$ cat config.mk
export PLATFORM = sky130hd
export DESIGN_NAME = alu_iter
export DESIGN_NICKNAME = d
export VERILOG_FILES = /design/src/rtl/alu_pkg.sv /design/src/rtl/alu_muldiv_seq.sv /design/src/rtl/alu_iter.sv
export SDC_FILE = /design/constraint.sdc
export NUM_CORES = 1
export LEC_CHECK = 0
export CAP_MARGIN = 5
export CELL_PAD_IN_SITES_DETAIL_PLACEMENT = 1
export CELL_PAD_IN_SITES_GLOBAL_PLACEMENT = 2
export CORE_MARGIN = 3
export CORE_UTILIZATION = 39
export CTS_CLUSTER_DIAMETER = 60
export DETAILED_ROUTE_END_ITERATION = 8
export HOLD_SLACK_MARGIN = 0.08
export PLACE_DENSITY = 0.93
export SLEW_MARGIN = 20
export SYNTH_ARGS = -nofsm -noshare
export SYNTH_HDL_FRONTEND = slang
export SYNTH_SLANG_ARGS = --single-unit
$ cat constraint.sdc
create_clock -name clk -period 10.4 [get_ports clk]
set_clock_uncertainty 0.1 [all_clocks]
set_input_delay 2.08 -clock clk [delete_from_list [all_inputs] [get_ports clk]]
set_output_delay 2.08 -clock clk [all_outputs]
set_load 0.02 [all_outputs]
$ cat src/rtl/alu_pkg.sv
// Shared opcodes, handshake state encoding and op classification for alu_iter.
// ALU_ITER_DIV_EN selects whether DIV is a multi-cycle op.
package alu_pkg;

   localparam logic [3:0] OP_SLTU = 4'b0000;
   localparam logic [3:0] OP_SRA  = 4'b0001;
   localparam logic [3:0] OP_ADD  = 4'b0010;
   localparam logic [3:0] OP_SUB  = 4'b0011;
   localparam logic [3:0] OP_AND  = 4'b0100;
   localparam logic [3:0] OP_OR   = 4'b0101;
   localparam logic [3:0] OP_XOR  = 4'b0110;
   localparam logic [3:0] OP_NOTA = 4'b0111;
   localparam logic [3:0] OP_SLL  = 4'b1000;
   localparam logic [3:0] OP_SRL  = 4'b1001;
   localparam logic [3:0] OP_NOR  = 4'b1010;
   localparam logic [3:0] OP_SUBU = 4'b1011;
   localparam logic [3:0] OP_ADDU = 4'b1100;
   localparam logic [3:0] OP_SLT  = 4'b1101;
   localparam logic [3:0] OP_MUL  = 4'b1110;
   localparam logic [3:0] OP_DIV  = 4'b1111;

   typedef enum logic [1:0] {IDLE, CALC, DONE} state_t;

   function automatic logic is_multicycle(input logic [3:0] op);
`ifdef ALU_ITER_DIV_EN
      return (op == OP_MUL) || (op == OP_DIV);
`else
      return (op == OP_MUL);
`endif
   endfunction

endpackage

$ cat src/rtl/alu_muldiv_seq.sv
// Iterative engine: shift-add multiplier (low half) and, with ALU_ITER_DIV_EN,
// a restoring divider sharing the same three working registers.
module alu_muldiv_seq #(
   parameter int WIDTH = 32
) (
   input  logic             clk,
   input  logic             reset_n,
   input  logic             i_start,
`ifdef ALU_ITER_DIV_EN
   input  logic             i_op_div,
`endif
   input  logic [WIDTH-1:0] i_a,
   input  logic [WIDTH-1:0] i_b,
   output logic             o_last,
   output logic [WIDTH-1:0] o_result
`ifdef ALU_ITER_DIV_EN
   ,
   output logic [WIDTH-1:0] o_rem
`endif
);

   localparam int CNT_W = $clog2(WIDTH) + 1;

   // r_acc: product accumulator / partial remainder
   // r_x:   multiplier shifting right / dividend shifting into quotient
   // r_y:   multiplicand shifting left / fixed divisor
   logic             r_busy;
   logic [CNT_W-1:0] r_cnt;
   logic [WIDTH-1:0] r_acc;
   logic [WIDTH-1:0] r_x;
   logic [WIDTH-1:0] r_y;
   logic [WIDTH-1:0] w_acc_nx;
   logic [WIDTH-1:0] w_x_nx;
   logic [WIDTH-1:0] w_y_nx;

`ifdef ALU_ITER_DIV_EN
   logic             r_is_div;
   logic [WIDTH:0]   w_shift;
   logic             w_fits;
   logic [WIDTH-1:0] w_sub;

   assign w_shift = {r_acc, r_x[WIDTH-1]};
   assign w_fits  = (w_shift >= {1'b0, r_y});
   assign w_sub   = w_shift[WIDTH-1:0] - r_y;
`endif

   always_comb begin
      w_acc_nx = r_x[0] ? (r_acc + r_y) : r_acc;
      w_x_nx   = r_x >> 1;
      w_y_nx   = r_y << 1;
`ifdef ALU_ITER_DIV_EN
      if (r_is_div) begin
         w_acc_nx = w_fits ? w_sub : w_shift[WIDTH-1:0];
         w_x_nx   = {r_x[WIDTH-2:0], w_fits};
         w_y_nx   = r_y;
      end
`endif
   end

   // The final step's next-state values are the answer; the top registers
   // them on the same edge so the result appears WIDTH+1 cycles after start.
   assign o_last = r_busy && (r_cnt == CNT_W'(1));
`ifdef ALU_ITER_DIV_EN
   assign o_result = r_is_div ? w_x_nx : w_acc_nx;
   assign o_rem    = r_is_div ? w_acc_nx : '0;
`else
   assign o_result = w_acc_nx;
`endif

   always_ff @(posedge clk or negedge reset_n) begin
      if (!reset_n) begin
         r_busy <= 1'b0;
         r_cnt  <= '0;
         r_acc  <= '0;
         r_x    <= '0;
         r_y    <= '0;
`ifdef ALU_ITER_DIV_EN
         r_is_div <= 1'b0;
`endif
      end else if (i_start) begin
         r_busy <= 1'b1;
         r_cnt  <= CNT_W'(WIDTH);
         r_acc  <= '0;
         r_x    <= i_a;
         r_y    <= i_b;
`ifdef ALU_ITER_DIV_EN
         r_is_div <= i_op_div;
`endif
      end else if (r_busy) begin
         r_acc <= w_acc_nx;
         r_x   <= w_x_nx;
         r_y   <= w_y_nx;
         r_cnt <= r_cnt - CNT_W'(1);
         if (r_cnt == CNT_W'(1)) r_busy <= 1'b0;
      end
   end

endmodule

$ cat src/rtl/alu_iter.sv
// Handshaked ALU: single-cycle ops registered in one cycle, MUL (and DIV when
// ALU_ITER_DIV_EN is defined) run on alu_muldiv_seq for WIDTH cycles.
module alu_iter
   import alu_pkg::*;
#(
   parameter int WIDTH   = 32,
   parameter int ADDR_W  = 10,
   parameter int SHAMT_W = $clog2(WIDTH)
) (
   input  logic              clk,
   input  logic              reset_n,
   input  logic              in_valid,
   output logic              in_ready,
   input  logic [WIDTH-1:0]  operand_A,
   input  logic [WIDTH-1:0]  operand_B,
   input  logic [3:0]        alu_control,
   output logic              out_valid,
   input  logic              out_ready,
   output logic [WIDTH-1:0]  alu_result,
   output logic [WIDTH-1:0]  alu_remainder,
   output logic              zero_flag,
   output logic              overflow,
   output logic              div_by_zero,
   output logic [ADDR_W-1:0] ram_address
);

   state_t                   r_state;
   logic                     r_in_ready;
   logic                     r_out_valid;
   logic [WIDTH-1:0]         r_result;
   logic                     r_zero;
   logic                     r_ovf;

   logic signed [WIDTH-1:0]  w_a_s;
   logic signed [WIDTH-1:0]  w_b_s;
   logic [SHAMT_W-1:0]       w_shamt;
   logic [WIDTH-1:0]         w_sum;
   logic [WIDTH-1:0]         w_dif;
   logic [WIDTH-1:0]         w_res;
   logic                     w_ovf;
   logic                     w_div_zero;
   logic                     w_start;
   logic                     w_eng_last;
   logic [WIDTH-1:0]         w_eng_res;

   assign w_a_s   = operand_A;
   assign w_b_s   = operand_B;
   assign w_shamt = operand_B[SHAMT_W-1:0];
   assign w_sum   = operand_A + operand_B;
   assign w_dif   = operand_A - operand_B;

`ifdef ALU_ITER_DIV_EN
   logic [WIDTH-1:0]         r_rem;
   logic                     r_dbz;
   logic [WIDTH-1:0]         w_eng_rem;

   assign w_div_zero = (alu_control == OP_DIV) && (operand_B == '0);
`else
   assign w_div_zero = 1'b0;
`endif

   always_comb begin
      w_res = '0;
      w_ovf = 1'b0;
      case (alu_control)
         OP_SLTU: w_res = {{(WIDTH-1){1'b0}}, (operand_A < operand_B)};
         OP_SRA:  w_res = w_a_s >>> w_shamt;
         OP_ADD: begin
            w_res = w_sum;
            w_ovf = (operand_A[WIDTH-1] == operand_B[WIDTH-1]) && (w_sum[WIDTH-1] != operand_A[WIDTH-1]);
         end
         OP_SUB: begin
            w_res = w_dif;
            w_ovf = (operand_A[WIDTH-1] != operand_B[WIDTH-1]) && (w_dif[WIDTH-1] != operand_A[WIDTH-1]);
         end
         OP_AND:  w_res = operand_A & operand_B;
         OP_OR:   w_res = operand_A | operand_B;
         OP_XOR:  w_res = operand_A ^ operand_B;
         OP_NOTA: w_res = ~operand_A;
         OP_SLL:  w_res = operand_A << w_shamt;
         OP_SRL:  w_res = operand_A >> w_shamt;
         OP_NOR:  w_res = ~(operand_A | operand_B);
         OP_SUBU: w_res = w_dif;
         OP_ADDU: w_res = w_sum;
         OP_SLT:  w_res = {{(WIDTH-1){1'b0}}, (w_a_s < w_b_s)};
         // Only the divide-by-zero quotient comes from here; MUL/DIV otherwise use the engine.
         OP_DIV:  w_res = w_div_zero ? '1 : '0;
         default: w_res = '0;
      endcase
   end

   assign w_start = (r_state == IDLE) && in_valid && is_multicycle(alu_control) && !w_div_zero;

   alu_muldiv_seq #(.WIDTH(WIDTH)) u_muldiv (
      .clk      (clk),
      .reset_n  (reset_n),
      .i_start  (w_start),
`ifdef ALU_ITER_DIV_EN
      .i_op_div (alu_control == OP_DIV),
`endif
      .i_a      (operand_A),
      .i_b      (operand_B),
      .o_last   (w_eng_last),
      .o_result (w_eng_res)
`ifdef ALU_ITER_DIV_EN
      ,
      .o_rem    (w_eng_rem)
`endif
   );

   always_ff @(posedge clk or negedge reset_n) begin
      if (!reset_n) begin
         r_state     <= IDLE;
         r_in_ready  <= 1'b1;
         r_out_valid <= 1'b0;
         r_result    <= '0;
         r_zero      <= 1'b0;
         r_ovf       <= 1'b0;
`ifdef ALU_ITER_DIV_EN
         r_rem       <= '0;
         r_dbz       <= 1'b0;
`endif
      end else begin
         case (r_state)
            IDLE: begin
               if (in_valid) begin
                  r_in_ready <= 1'b0;
                  if (w_start) begin
                     r_state  <= CALC;
                     r_result <= '0;
                     r_zero   <= 1'b0;
                     r_ovf    <= 1'b0;
`ifdef ALU_ITER_DIV_EN
                     r_rem    <= '0;
                     r_dbz    <= 1'b0;
`endif
                  end else begin
                     r_state     <= DONE;
                     r_out_valid <= 1'b1;
                     r_result    <= w_res;
                     r_zero      <= (w_res == '0);
                     r_ovf       <= w_ovf;
`ifdef ALU_ITER_DIV_EN
                     r_rem       <= w_div_zero ? operand_A : '0;
                     r_dbz       <= w_div_zero;
`endif
                  end
               end
            end
            CALC: begin
               if (w_eng_last) begin
                  r_state     <= DONE;
                  r_out_valid <= 1'b1;
                  r_result    <= w_eng_res;
                  r_zero      <= (w_eng_res == '0);
`ifdef ALU_ITER_DIV_EN
                  r_rem       <= w_eng_rem;
`endif
               end
            end
            DONE: begin
               if (out_ready) begin
                  r_state     <= IDLE;
                  r_out_valid <= 1'b0;
                  r_in_ready  <= 1'b1;
               end
            end
            default: r_state <= IDLE;
         endcase
      end
   end

   assign in_ready    = r_in_ready;
   assign out_valid   = r_out_valid;
   assign alu_result  = r_result;
   assign zero_flag   = r_zero;
   assign overflow    = r_ovf;
   assign ram_address = r_result[ADDR_W-1:0];
`ifdef ALU_ITER_DIV_EN
   assign alu_remainder = r_rem;
   assign div_by_zero   = r_dbz;
`else
   assign alu_remainder = '0;
   assign div_by_zero   = 1'b0;
`endif

endmodule

==> results.ini, run 1 <==
[outcome]
outcome = finished, final reports clean

[clocking]
cts_inserted_buffers = 17
tritoncts = done
clk_pin_slew_ns = 0.07
htreeDepth = 4
postCtsHoldBufs = 0
post_cts_buffers = 0
clock-sinks = 141
cts.repair.resized = 0
cts-root-buf = clkbuf_16
clk_path_buf_depth = 2
insertion_delay_ns = 0.48

[power]
p_seq_frac = 0.243
leakagePower_nw = 8.97
power.switching_mw = 2.04
p_int_mw = 2.06
swShare = 0.498
p_comb_frac = 0.600
clkPwrFrac = 0.157
powerDensity_nw_per_um2 = 195
peakVddDrop_uv = 121

[synthesis]
yosysTopAreaCellShare = 0.184
synth_cells = 2478
syn_area_um2 = 19000
yosysTopAreaCell = dfrtp_1
ys_seq_area_frac = 0.185
async_flop_share = 1.00
ys_ff_latch = 141
synth_area_leaders = dfrtp_1 18%, mux2i_1 8.7%, ha_1 8.5%
yosys_most_used_dff = dfrtp_1
ys_warn_count = 0
synth_cell_types = 89
syn_avg_cell_area_um2 = 7.69
synth_edf_count = 0

[sta]
fin_tns_setup_ns = 0
worstMarginPinSlew_ns = 1.16
hold_viol = 0
timing.slew.headroom = 0.227
timing.fmax_mhz = 138
grt_setup_unrepaired = no
post-route-min-period_ns = 7.25
setup_slack_ns = 3.15
drv_slew = 0
period_share = 0.697
setup-violations-final = 0

[finish]
multi_input_area_um2 = 14100
seqCellArea_um2 = 3530
fillCellCount = 5818
fin_area_um2 = 21000
nNetsFinal = 2654
final_util = 0.438
drive_above_1_share = 0.0869
areaGrowthSynthToFinish_pct = 10.2
instances_no_fill = 3080

[place]
placed_cells = 3045
postPlaceCellArea_um2 = 20400
gp_congestion = 1.16
io_buffers = 117
dp_hpwl_mm = 72.6
dp_slack_ns = 3.05

[die]
core_um2 = 47900
die_area_um2 = 51500
die_y_um = 227
die_x_um = 227
io_pins = 151
fp-row-count = 80
initial_core_util = 0.397

[grt]
use_met3 = 0.0625
track_usage = 0.362
use_met2 = 0.566
antenna_found_initial = 5
grt_pass1_wl_mm = 139
grt.overflow.total = 0
grt_pass1_vias = 20554
grt-busiest-layer = met2
grt_max_degree = 90
grt_util_met1 = 0.477

[worst_setup_path]
end_kind = flip-flop
worstPathRequired_ns = 10.64
rr_startpoint = u_muldiv.r_y[2]
startpoint = operand_A[7]
worstPathArrival_ns = 7.49
path_class = input pin to flip-flop
cp_max_fo = 12
critPathLaunchType = input pin

[route]
drt_iter0_markers = 2469
vias = 20691
avgViaCountPerCell = 6.72
wl_per_cell_um = 30.5
drc = 0
ant_nets = 0
dr.pass1.iters = 5
wirelength_mm = 94.1

[min_path]
hp-start = in_ready
hold_class = flip-flop to flip-flop

[job]
maxCapViolations = 0

## synth_stat cells (8+ instances only)
cell	count
a2111oi_0	12
a211oi_1	49
a21o_1	26
a21oi_1	148
a221oi_1	19
a22o_1	8
a22oi_1	19
a2bb2oi_1	15
a31oi_1	23
and3_1	11
buf_1	15
buf_2	22
buf_4	46
clkbuf_1	159
dfrtp_1	140
ha_1	130
inv_1	113
mux2_2	31
mux2i_1	165
mux4_2	54
nand2_1	260
nand2b_1	22
nand3_1	43
nand4_1	22
nor2_1	258
nor2b_1	30
nor3_1	41
nor4_1	33
o2111ai_1	8
o211ai_1	39
o21a_1	18
o21ai_0	204
o21bai_1	10
o221ai_1	22
o22ai_1	23
o31ai_1	16
or2_2	10
or3_1	12
or4_1	12
xnor2_1	34
xor2_1	14
## cells in the final DEF (no fill, tap or decap), drive strengths merged, types with 34 or more instances in the layout
cell / synthesis / routed
buf: 87 / 56
o21ai: 211 / 211
nand3: 43 / 43
mux4: 54 / 54
a211oi: 49 / 49
nand2: 260 / 260
mux2: 35 / 35
xnor2: 34 / 34
clkdlybuf4s50: 0 / 110
dfrtp: 140 / 140
a21oi: 148 / 148
ha: 130 / 130
nor2: 258 / 258
o211ai: 39 / 39
nor4: 34 / 34
nor3: 41 / 41
mux2i: 165 / 165
inv: 117 / 123
## per-layer routing
layer | share of wire | vias up
met2 | 0.45 | 1062
met1 | 0.41 | 10352
met4 | 0.064 | 4
met5 | 0.00033 | -
li1 | - | 9009
met3 | 0.080 | 264
## through the flow
step / power (mW) / hold WS [ns]
floorplan: 2.59 / 0.369
global placement: 3.31 / 0.346
detailed placement: 3.39 / 0.355
CTS: 4.07 / 0.366
global route: 4.37 / 0.414
finish: 4.10 / 0.366
## cells by family (layout without fill, tap and decap cells)
| kind of cell | count (synthesis) | in the layout | share of synthesized area |
|---|---|---|---|
| flops | 141 | 141 | 0.185 |
| other cells | 1 | 36 | 0.000197 |
| xor+xnor | 48 | 48 | 0.0221 |
| simple gates | 792 | 792 | 0.192 |
| compound gates | 744 | 744 | 0.257 |
| mux | 254 | 254 | 0.171 |
| fa+ha+maj | 133 | 133 | 0.0886 |
| buf+inv | 365 | 317 | 0.0840 |
## final cells by class
| class | count | share of cell area |
|---|---|---|
| repair buffers | 166 | 0.0722 |
| inverters | 119 | 0.0213 |
| diodes | 3 | 0.000358 |
| flip-flops and latches | 141 | 0.168 |
| clock inverters | 15 | 0.00936 |
| clock buffers | 17 | 0.0203 |
| multi-input cells | 2004 | 0.672 |
| well taps | 615 | 0.0366 |
## state kept, by name, indices dropped and copies added (netlist names)
name and cells:
alu_result 32, u_muldiv.r_acc 32, u_muldiv.r_x 32, u_muldiv.r_y 32, u_muldiv.r_cnt 6, r_state 2
in_ready 1, out_valid 1, overflow 1, u_muldiv.r_busy 1, zero_flag 1
## power groups by stage
stage / Combinational [mW] / Clock, mW / Sequential (mW)
after floorplan: 1.60 / 0 / 0.983
after global placement: 2.33 / 0 / 0.985
after detailed placement: 2.39 / 0 / 1.00
after CTS: 2.41 / 0.657 / 0.994
after global routing: 2.66 / 0.682 / 1.03
final: 2.46 / 0.643 / 0.995
## path summary, 6_finish.rpt
| check | depth (start not counted) | slack [ns] | endpoint |
|---|---|---|---|
| min in group asynchronous | 1 | 1.53 | u_muldiv.r_cnt[2] |
| worst max-delay path | 15 | 3.15 | alu_result[31] |
| worst min-delay path | 2 | 0.37 | in_ready |
| max in group asynchronous | 2 | 7.29 | alu_result[23] |
| worst min register to register | 2 | 0.37 | in_ready |
| worst max register to register | 13 | 6.02 | zero_flag |
## worst max-delay path, stage by stage
cell	delay, ns
clkdlybuf4s50_1	0.82
inv_1	0.14
ha_1	0.55
nor2_1	0.11
a2111oi_0	0.91
o2bb2ai_1	0.22
nor3_1	0.47
o211ai_1	0.34
nand3_1	0.26
o311ai_1	0.28
a211oi_1	0.47
xnor2_1	0.12
a21oi_1	0.40
a2bb2oi_1	0.22
o21ai_1	0.08
Note: power is estimated with default switching activity, not from simulation.
==> run 2, diff against run 1 <==
--- a/config.mk
+++ b/config.mk
@@ -9,11 +9,11 @@
 export CELL_PAD_IN_SITES_DETAIL_PLACEMENT = 1
 export CELL_PAD_IN_SITES_GLOBAL_PLACEMENT = 2
 export CORE_MARGIN = 3
-export CORE_UTILIZATION = 39
+export CORE_UTILIZATION = 36
 export CTS_CLUSTER_DIAMETER = 60
 export DETAILED_ROUTE_END_ITERATION = 8
 export HOLD_SLACK_MARGIN = 0.08
-export PLACE_DENSITY = 0.93
+export PLACE_DENSITY = 0.87
 export SLEW_MARGIN = 20
 export SYNTH_ARGS = -nofsm -noshare
 export SYNTH_HDL_FRONTEND = slang
==> constraint.sdc (replaced) <==
create_clock -name clk -period 6.9 [get_ports clk]
set_clock_uncertainty 0.1 [all_clocks]
set_input_delay 1.38 -clock clk [delete_from_list [all_inputs] [get_ports clk]]
set_output_delay 1.38 -clock clk [all_outputs]
set_load 0.02 [all_outputs]
==> run 2 against run 1 <==
Compared with the run above:
- design area increased by 2.1%
- flip-flop and latch count unchanged
- largest cell class unchanged
- critical path depth unchanged
- sequential power increased by 50%
- global-route usage decreased by 0.29 points
- die area increased by 8.1%
- wire length increased by 8.9%
==> results.ini, run 2 (synthesis results as in run 1) <==
[finish]
nNetsFinal = 2704
fillCellCount = 6288
final_common_cell = nand2_1
areaGrowthSynthToFinish_pct = 12.6
final_util = 0.414
layout_common_cells = 260 x nand2_1, 253 x nor2_1, 204 x o21ai_0
drive_above_1_share = 0.105

[route]
wl_per_cell_um = 32.1
avgViaCountPerCell = 6.57
wirelength_mm = 102
ant_nets = 0
drc = 0
drt_iter0_markers = 2364
dr.pass1.iters = 7
vias = 20979

[sta]
timing.fmax_mhz = 174
worstMarginPinSlew_ns = 1.01
timing.slew.headroom = 0.323
grt_setup_unrepaired = no
fin_tns_setup_ns = 0
drv_slew = 0
fin_hold_ws_ns = 0.367
period_share = 0.834
setup-violations-final = 0
hold_viol = 0
post-route-min-period_ns = 5.75

[die]
fp-row-count = 83
die_area_um2 = 55700
die_x_um = 236
initial_core_util = 0.368
core_um2 = 51800
io_pins = 151
die_y_um = 236

[power]
p_total_mw = 6.27
powerDensity_nw_per_um2 = 292
leakagePower_nw = 9.21
p_comb_frac = 0.605
clkPwrFrac = 0.157
p_int_mw = 3.15
power.switching_mw = 3.12
swShare = 0.498
p_seq_frac = 0.238
peakVddDrop_uv = 203

[clocking]
insertion_delay_ns = 0.49
clk_pin_slew_ns = 0.07
htreeDepth = 4
cts_inserted_buffers = 17
cts.repair.resized = 0
tritoncts = done
post_cts_buffers = 0
cts-root-buf = clkbuf_16
clock-sinks = 141
clk_path_buf_depth = 2
postCtsHoldBufs = 0

[worst_setup_path]
end_kind = flip-flop
critPathLaunchType = input pin
timing.reg2reg.setup_slack_ns = 2.43
reg2regPathDepth = 13
rr_endpoint = zero_flag
worstPathRequired_ns = 7.22
rr_startpoint = u_muldiv.r_acc[2]
path_class = input pin to flip-flop
cp_max_fo = 13
worstPathArrival_ns = 6.07

[outcome]
outcome = finished, final reports clean

[min_path]
hp-start = in_ready
hold_class = flip-flop to flip-flop
hold_depth = 2
whs_endpoint = in_ready

[job]
maxCapViolations = 0

[grt]
grt_pass1_vias = 20949
track_usage = 0.359
grt_max_degree = 109
antenna_found_initial = 4
grt_pass1_wl_mm = 149
grt.overflow.total = 0

[place]
dp_hpwl_mm = 81.7
io_buffers = 117
gp_congestion = 1.05

run 2: cell count changes in the layout (fill, tap and decap cells not counted), moves of 2 or more:
cell / previous run / this run
buf_4: 51 / 99
inv_6: 0 / 6
clkinv_8: 6 / 1
clkinv_4: 3 / 0
clkinvlp_4: 0 / 2
run 2: worst max path at each step:
stage / cells past startpoint / startpoint / slack, ns / end
after global placement: 15 / operand_A[3] / 0.73 / zero_flag
after global routing: 15 / operand_A[8] / 0.67 / zero_flag
after detailed placement: 15 / operand_A[3] / 0.70 / zero_flag
after floorplan: 18 / operand_B[1] / 1.13 / zero_flag
final: 15 / operand_A[1] / 1.15 / zero_flag
after CTS: 15 / operand_A[3] / 1.21 / zero_flag
run 2: metal layers:
metal | GRT usage | up-vias | wire length (µm)
li1 | - | 9092 | -
met1 | 0.481 | 10572 | 43300
met2 | 0.556 | 1060 | 45300
met3 | 0.0615 | 253 | 7780
met4 | 0.182 | 2 | 6060
met5 | 0 | - | 13
run 2: power by group through the flow:
stage                     logic [mW]  clock network [mW]  registers, mW
final                           3.79               0.986           1.49
after detailed placement        3.70                   0           1.50
after global placement          3.60                   0           1.48
after global routing            4.09                1.03           1.54
after floorplan                 2.42                   0           1.48
after CTS                       3.73                1.00           1.49
run 2: final cells by class:
type / instances / area, µm² / area share
multi-input combinational: 2004 / 14100 / 0.658
sequential: 141 / 3530 / 0.165
timing repair buffer: 216 / 1910 / 0.0889
tap: 680 / 851 / 0.0397
inverter: 119 / 447 / 0.0208
clock buffer: 17 / 425 / 0.0198
clock inverter: 15 / 170 / 0.00793
antenna: 2 / 5.00 / 0.000233
run 2: worst max-delay path: stages:
cell             delay, ns
clkdlybuf4s50_1       0.84
inv_1                 0.16
ha_1                  0.38
a21oi_1               0.28
o22ai_1               0.17
or2_2                 0.31
a221oi_1              0.36
o211ai_1              0.21
or4b_1                0.54
or4_1                 0.48
nor4_2                0.32
nand4_1               0.18
nor4_1                0.27
nand3_1               0.11
nand3_1               0.09
run 2: per-stage QoR:
stage               instance area, µm²  std cells  worst slack (ns)
floorplan                        19200       2510              1.13
global placement                 20800       3160             0.726
detailed placement               20800       3160             0.701
CTS                              21400       3192              1.21
global route                     21400       3192             0.673
finish                           21400       3194              1.15
